## src/rtl/fxyz_pkg.sv

```systemverilog
// Shared types and constants for the fxyz truth-table sweep sequencer.
package fxyz_pkg;
   typedef enum logic [1:0] {IDLE, HOLD, DONE} state_t;

   localparam int unsigned FXYZ_NVEC  = 8;
   localparam logic [7:0]  FXYZ_TRUTH = 8'hAE;

   localparam int unsigned IDX_W  = 3;
   localparam int unsigned ERR_W  = 4;
   localparam int unsigned WCNT_W = 4;
endpackage

```

## src/rtl/fxyz_settle_timer.sv

```systemverilog
// Settle-time counter: counts cycles a vector has been held and flags the sample cycle.
module fxyz_settle_timer
   import fxyz_pkg::*;
#(
   parameter int unsigned SETTLE = 1
) (
   input  logic clk,
   input  logic reset,
   input  logic clear,
   input  logic en,
   output logic tc
);
   logic [WCNT_W-1:0] wcnt;

   assign tc = (wcnt == WCNT_W'(SETTLE - 1));

   // Wraps to zero on the sample cycle so the next vector starts its own count.
   always_ff @(posedge clk) begin
      if (reset || clear) begin
         wcnt <= '0;
      end else if (en) begin
         wcnt <= tc ? '0 : wcnt + WCNT_W'(1);
      end
   end
endmodule

```

## src/rtl/fxyz_sweep.sv

```systemverilog
// Sweeps {x,y,z} through 0..7, samples s after a settle time and checks the captured truth table.
module fxyz_sweep
   import fxyz_pkg::*;
#(
   parameter logic [7:0]  EXPECTED = FXYZ_TRUTH,
   parameter int unsigned SETTLE   = 1
) (
   input  logic             clk,
   input  logic             reset,
   input  logic             start,
   input  logic             s,
   output logic             x,
   output logic             y,
   output logic             z,
   output logic             busy,
   output logic             done,
   output logic [7:0]       table_out,
   output logic             pass,
   output logic [ERR_W-1:0] err_count,
   output logic             err_valid,
   output logic [IDX_W-1:0] first_err_idx
);
   localparam logic [IDX_W-1:0] LAST = IDX_W'(FXYZ_NVEC - 1);

   state_t           state, state_next;
   logic [IDX_W-1:0] idx;
   logic             accept, strobe, tc, mismatch;
   logic [7:0]       captured;

   fxyz_settle_timer #(.SETTLE(SETTLE)) u_timer (
      .clk   (clk),
      .reset (reset),
      .clear (accept),
      .en    (busy),
      .tc    (tc)
   );

   always_ff @(posedge clk) begin
      if (reset) state <= IDLE;
      else       state <= state_next;
   end

   always_comb begin
      state_next = state;
      accept     = 1'b0;
      strobe     = 1'b0;
      busy       = 1'b0;
      done       = 1'b0;
      unique case (state)
         IDLE: begin
            if (start) begin
               accept     = 1'b1;
               state_next = HOLD;
            end
         end
         HOLD: begin
            busy = 1'b1;
            if (tc) begin
               strobe = 1'b1;
               if (idx == LAST) state_next = DONE;
            end
         end
         DONE: begin
            done       = 1'b1;
            state_next = IDLE;
         end
         default: state_next = IDLE;
      endcase
   end

   // Table including the bit being sampled now, so pass can be ready for the done cycle.
   always_comb begin
      captured      = table_out;
      captured[idx] = s;
      mismatch      = (s != EXPECTED[idx]);
   end

   always_ff @(posedge clk) begin
      if (reset || accept) begin
         idx           <= '0;
         table_out     <= '0;
         pass          <= 1'b0;
         err_count     <= '0;
         err_valid     <= 1'b0;
         first_err_idx <= '0;
      end else if (strobe) begin
         table_out <= captured;
         if (mismatch) begin
            if (err_count != ERR_W'(FXYZ_NVEC)) err_count <= err_count + ERR_W'(1);
            err_valid <= 1'b1;
            if (!err_valid) first_err_idx <= idx;
         end
         if (idx == LAST) pass <= (captured == EXPECTED);
         else             idx  <= idx + IDX_W'(1);
      end
   end

   assign {x, y, z} = idx;
endmodule

```

## config.mk

```make
export PLATFORM = sky130hd
export DESIGN_NAME = fxyz_sweep
export DESIGN_NICKNAME = d
export VERILOG_FILES = /design/src/rtl/fxyz_pkg.sv /design/src/rtl/fxyz_settle_timer.sv /design/src/rtl/fxyz_sweep.sv
export SDC_FILE = /design/constraint.sdc
export NUM_CORES = 1
export LEC_CHECK = 0
export CAP_MARGIN = 20
export CORE_ASPECT_RATIO = 2
export CORE_UTILIZATION = 40
export DETAILED_ROUTE_END_ITERATION = 16
export GPL_TIMING_DRIVEN = 0
export HOLD_SLACK_MARGIN = 0.08
export PLACE_DENSITY_LB_ADDON = 0.12
export SLEW_MARGIN = 20
export SYNTH_ARGS = -nofsm -noshare
export SYNTH_HDL_FRONTEND = slang
export SYNTH_SLANG_ARGS = --single-unit
```

## constraint.sdc

```tcl
create_clock -name clk -period 6.2 [get_ports clk]
set_input_delay 0.62 -clock clk [delete_from_list [all_inputs] [get_ports clk]]
set_output_delay 0.62 -clock clk [all_outputs]
set_load 0.03 [all_outputs]
```

# After elaboration in Yosys (flattened, before gate mapping)

Memories as Yosys holds them, arrays and structs flattened. A register that Yosys moved wholly into a read port is not among the register bits.
Cells that the tools add are included.

Flip-flop bits (word level): 26
Bits in latches: 0
Memory bits (writable): 0
ROM bits: 8
Memories kept: 1

Add/subtract/negate cells: 3
Multipliers: 0
Divide/modulo/power cells: 0
$lt $le $gt $ge: 2
Equal/unequal tests: 9
Shift operators: 0
Mux-type cells: 17
Bitwise logic cells: 2
Reduce and logical (&&, ||, !) cells: 10

Memories:

| memory           | depth | width | rd ports | clocked after Yosys merged registers in | write ports | line             | RTL |
|---|---|---|---|---|---|---|---|
| (name not given) | 8     | 1     | 1        | 1                                       | 0           | fxyz_sweep.sv:75 | `mismatch = (s != EXPECTED[idx]);` |

Operators by type and width:

| operator                                                          | number |
|---|---|
| AND reduction 3 bit                                               | 3 |
| adder 4 x 1 -> 4 bit, second input constant                       | 2 |
| bitwise mux 8 bit                                                 | 1 |
| equality test 8 bit, second input constant                        | 1 |
| 2-to-1 mux 1 bit                                                  | 8 |
| 2-to-1 mux 2 bit                                                  | 3 |
| 2-to-1 mux 3 bit                                                  | 2 |
| AND reduction 2 bit                                               | 3 |
| logical NOT 4 bit                                                 | 1 |
| less-than comparator 3 x 4 -> 1 bit, second input constant        | 1 |
| 2-to-1 mux 4 bit                                                  | 1 |
| != test 2 bit, second input constant                              | 2 |
| != test 4 bit, second input constant                              | 1 |
| case mux 2 bit (2 select lines)                                   | 1 |
| adder 3 x 1 -> 3 bit, second input constant                       | 1 |
| demux 1 bit (select 3 bit)                                        | 1 |
| equality test 3 bit, second input constant                        | 1 |
| greater-or-equal comparator 3 x 1 -> 1 bit, second input constant | 1 |
| equality test 2 x 1 -> 1 bit, second input constant               | 1 |
| equality test 2 bit, second input constant                        | 1 |
| logical NOT 2 bit                                                 | 1 |
| != test 2 x 1 -> 1 bit, second input constant                     | 1 |
| NOT 1 bit                                                         | 2 |
| logical AND 1 bit                                                 | 1 |
| other kinds (2)                                                   | 2 |

# Logic depth before layout (Yosys ltp)

Depth after elaboration: 6
Gate-level depth with buffers: 8
Depth with buffers taken out: 6

# Hierarchy

From an unflattened synthesis, not the netlist that was laid out.

Cell total of the unflattened synthesis: 152
Area total of the unflattened synthesis: 1363.8 µm²

By module, submodules not included:

| module            | times used | cells an instance | area each (µm²) | seq. area each (µm²) |
|---|---|---|---|---|
| fxyz_sweep        | 1          | 132               | 1167.4          | 460.4 |
| fxyz_settle_timer | 1          | 20                | 196.4           | 80.1 |

# Least setup slack after synthesis

OpenSTA, ideal clock, no wires.

Path kind: reg-to-reg
From: register u_timer.wcnt[0]
To: register err_count[3]
Setup time: 0.071 ns
Arrival: 2.089 ns
Data required time: 6.129 ns
Setup slack: 4.040 ns
Stages on the path, launching flop included: 9
Path buffers: 2
Clock period less this slack: 2.160 ns
Path through: dfxtp_1 > inv_1 > ha_1 > or3b_1 > buf_6 > or4_1 > clkbuf_2 > or3_1 > a21oi_1

Cells in the longest elaborated chain, start to end: 4

Ends and longest elaborated chain:

| what                          | line                    | RTL |
|---|---|---|
| from (decl)                   | fxyz_settle_timer.sv:13 | `logic [WCNT_W-1:0] wcnt;` |
| from (signal assigned)        | fxyz_settle_timer.sv:22 | `wcnt <= tc ? '0 : wcnt + WCNT_W'(1);` |
| logical NOT 4 bit             | fxyz_settle_timer.sv:15 | `assign tc = (wcnt == WCNT_W'(SETTLE - 1));` |
| 2-to-1 mux 1 bit              | fxyz_sweep.sv:58        | `if (tc) begin` |
| 2-to-1 mux 1 bit              | fxyz_sweep.sv:49        | `unique case (state)` |
| AND reduction 3 bit (no line) | n/a                     |  |
| to (signal assigned)          | fxyz_sweep.sv:89        | `if (err_count != ERR_W'(FXYZ_NVEC)) err_count <= err_count + ERR_W'(1);` |
| to (decl)                     | fxyz_sweep.sv:19        | `output logic [ERR_W-1:0] err_count,` |

Every way passes these cells.
A chain may end at the register's enable or synchronous reset.

# Worst setup path after layout

From: register state[1]
To: output port busy

Cells in the longest elaborated chain, start to end: 2

Ends and longest elaborated chain:

| what                         | line             | RTL |
|---|---|---|
| from (decl)                  | fxyz_sweep.sv:25 | `state_t state, state_next;` |
| from (signal assigned)       | fxyz_sweep.sv:40 | `else state <= state_next;` |
| equality test 2 x 1 -> 1 bit | fxyz_sweep.sv:49 |  |
| 2-to-1 mux 1 bit             | fxyz_sweep.sv:49 |  |
| to (decl)                    | fxyz_sweep.sv:15 | `output logic busy,` |

Every way passes these cells.

==> impl_metrics.py <==
metrics = {
    "yosys": {
        "synth_adder_area_share_pct": 5.566,
        "synth_top_family_by_area": "simple AND/OR/NAND/NOR gates",
        "ys_ff_latch": 27,
        "yosysTopAreaCell": "dfxtp_1",
        "syn_inst": 153,
        "synth_compound_gate_area_share_pct": 7.885,
        "synth_async_sr_flop_share_pct": 0,
        "yosys.area_share.simple_pct": 26.72,
        "synthMuxAreaShare_pct": 11.32,
        "synth_flop_cell": "dfxtp_1",
        "synth_area_per_cell_um2": 8.816,
        "synth-edff-count": 0,
        "synth.distinct_cells": 37,
        "synth_fp_nets": 163,
        "synth_warnings": 0,
        "synth_top_area_share_pct": 40.07,
        "yosys-top-cells-area": "dfxtp_1, mux2i_1, nor2_1",
        "synthesis.area_um2": 1349,
        "yosys.area_share.xor_xnor_pct": 3.896,
        "yosysSeqAreaShare_pct": 40.07,
    },
    "floorplan": {
        "start_util_pct": 42.24,
        "die_h_um": 84.12,
        "die_x_um": 43.06,
        "ios": 26,
        "rows": 29,
        "dieArea_um2": 3622,
        "core_um2": 3193,
    },
    "sta": {
        "final.period_utilization_pct": 46.26,
        "maxSlewViolCount": 0,
        "tightest_slew_ps": 816.8,
        "fmax_mhz": 348.7,
        "tns_ps": 0,
        "rsz0062_at_grt": "false",
        "min_period_ps": 2868,
        "fin_hold_ws_ps": 472.0,
        "relSlewSlack_pct": 45.05,
        "setup_viol": 0,
        "hold_violations": 0,
        "skew_ps": 3.043,
        "setup_ws_ps": 3332,
    },
    "cts": {
        "clock_latency_ps": 280,
        "clkTransAtPathRegs_ps": 90,
        "ctsRootBufferMaster": "clkbuf_8",
        "cts_resized": 0,
        "clock-sinks": 27,
        "cts.path.max_buffers": 2,
        "cts_tree": "built",
        "cts-htree-levels": 1,
        "cts_setup_buffers": 0,
        "numCtsBuffers": 3,
        "holdBufCountCts": 0,
    },
    "route": {
        "drc": 0,
        "wirelength_um": 3125,
        "drt_iter0_drc": 15,
        "dr.pass1.iters": 4,
        "routedWlPerCell_um": 14.67,
        "vias": 1197,
        "routed_via_density": 5.620,
        "ant_nets": 0,
    },
    "setup_path": {
        "worstSetupPathType": "reg -> out",
        "cp_cell_sequence": "nand2b_1, clkbuf_1, clkinv_1, clkdlybuf4s50_1",
        "required_ps": 5580,
        "crit_arrival_ps": 2250,
        "startpoint_type": "flop",
        "cp-end-kind": "output port",
        "timing.rr.start": "u_timer.wcnt[0]",
        "r2r_end": "err_count[3]",
        "path_delay_family": "buffers and inverters",
        "critPathMaxFanout": 10,
        "r2r_cells": 8,
        "cp_slowest_cell": "clkdlybuf4s50_1",
        "reg2reg_setup_slack_ps": 3860,
        "cp_num_buf_inv": 3,
        "slowest_delay_ps": 700,
    },
    "placed_design": {
        "hpwl_um": 2373,
        "detailedPlace.worstSlack_ps": 3628,
        "gp_congestion": 0.8060,
        "dpl_cell_area_um2": 1638,
        "dp_cells": 209,
        "io_buffers": 25,
    },
    "layout": {
        "layout_common_cells": "dfxtp_1, clkdlybuf4s50_1, nor2_1",
        "syn2layout_area_growth_pct": 24.86,
        "finalInstanceArea_um2": 1684,
        "final_util_pct": 52.74,
        "layout_commonest_cell": "dfxtp_1",
        "nets": 193,
        "diodes": 0,
        "drive_gt1_share_pct": 5.495,
        "final_cells": 213,
    },
    "pwr": {
        "power_uw": 333.1,
        "ir_drop_mv": 0.1403,
        "power_density_nw_per_um2": 197.8,
        "p_leak_nw": 0.6225,
    },
    "job": {
        "maxCapViolCount": 0,
    },
    "global_routing": {
        "grt_pass1_wl_um": 5430,
        "grt-ovfl-total": 0,
        "antenna_found_initial": 0,
        "grtUsageTotal_pct": 19.45,
        "grt_pass1_vias": 1204,
        "grt_max_degree": 16,
    },
    "min_path": {
        "worstHoldStart": "pass",
        "min_path_type": "reg -> reg",
        "whs_path_depth": 2,
        "hold_path_end": "pass",
    },
    "outcome": {
        "status": "completed",
    },
}
sequential cells by signal, indices dropped and copies added, names as in the netlist, named ones only:
name	count
table_out	8
pass	1
u_timer.wcnt	4
err_valid	1
idx	3
err_count	4
state	2
first_err_idx	3
per-layer routing:
metal / global-route usage, % / vias to the layer above / wire length [um]
li1: - / 592 / -
met3: 2.381 / 11 / 91
met1: 21.65 / 565 / 1228
met2: 33.33 / 29 / 1669
met5: 0 / - / 0
met4: 12.40 / 0 / 136
cells in the mapped netlist, types with 2 or more instances:
cell type,number
nor3b_1,3
mux2_2,2
ha_1,6
or3_1,2
or3b_2,2
nand2_1,6
a21oi_1,7
dfxtp_1,27
nor2b_1,3
nand3b_1,3
nand2b_1,3
o21ai_0,5
mux2i_1,13
nand3_1,5
xnor2_1,4
nor4b_1,2
clkbuf_1,4
xor2_1,2
buf_1,2
inv_1,5
nor2_1,21
nor3_1,7
nor4_1,2
nand4_1,4
worst max-delay path by stage:
| stage | from | slack (ps) | endpoint | cells past startpoint |
|---|---|---|---|---|
| 2_1_floorplan | u_timer.wcnt[0] | 4040 | err_count[3] | 8 |
| 3_3_place_gp | s | 3670 | err_count[3] | 6 |
| 3_5_place_dp | s | 3630 | err_count[3] | 6 |
| 4_1_cts | state[1] | 3330 | busy | 4 |
| 5_1_grt | state[1] | 3230 | busy | 4 |
| 6_report | state[1] | 3330 | busy | 4 |
cell type report:
| type | count | area (um2) |
|---|---|---|
| fillers | 335 | 1509 |
| multi-input cells | 112 | 747.0 |
| flip-flops and latches | 27 | 540.5 |
| repair buffers | 25 | 250.2 |
| clock buffers | 3 | 41.29 |
| plain buffers | 8 | 38.79 |
| well taps | 31 | 38.79 |
| inverters | 6 | 22.52 |
| clock inverters | 1 | 5.005 |
report_power, final:
| group | internal (mW) | switching (mW) | total (mW) |
|---|---|---|---|
| Clock | 0.0452 | 0.0575 | 0.103 |
| Combinational | 0.0192 | 0.0302 | 0.0494 |
| Sequential | 0.177 | 0.00378 | 0.181 |
cell families (layout without fill, tap and decap cells):
group,after synthesis,in the layout
xor gates and xnor gates,6,6
adders and majority gates,6,6
DFF,27,27
AOI/OAI and AO/OA,18,18
muxes,15,15
buffers and inverters,14,43
and+or+nand+nor,67,67
worst register-to-register path, stage by stage, from the launching register on:
cell	delay (ps)
dfxtp_1	370
inv_1	70
ha_1	140
or3b_1	370
buf_6	150
or4_1	490
clkbuf_2	160
or3_1	360
a21oi_1	160
Note: power is estimated with default switching activity, not from simulation.
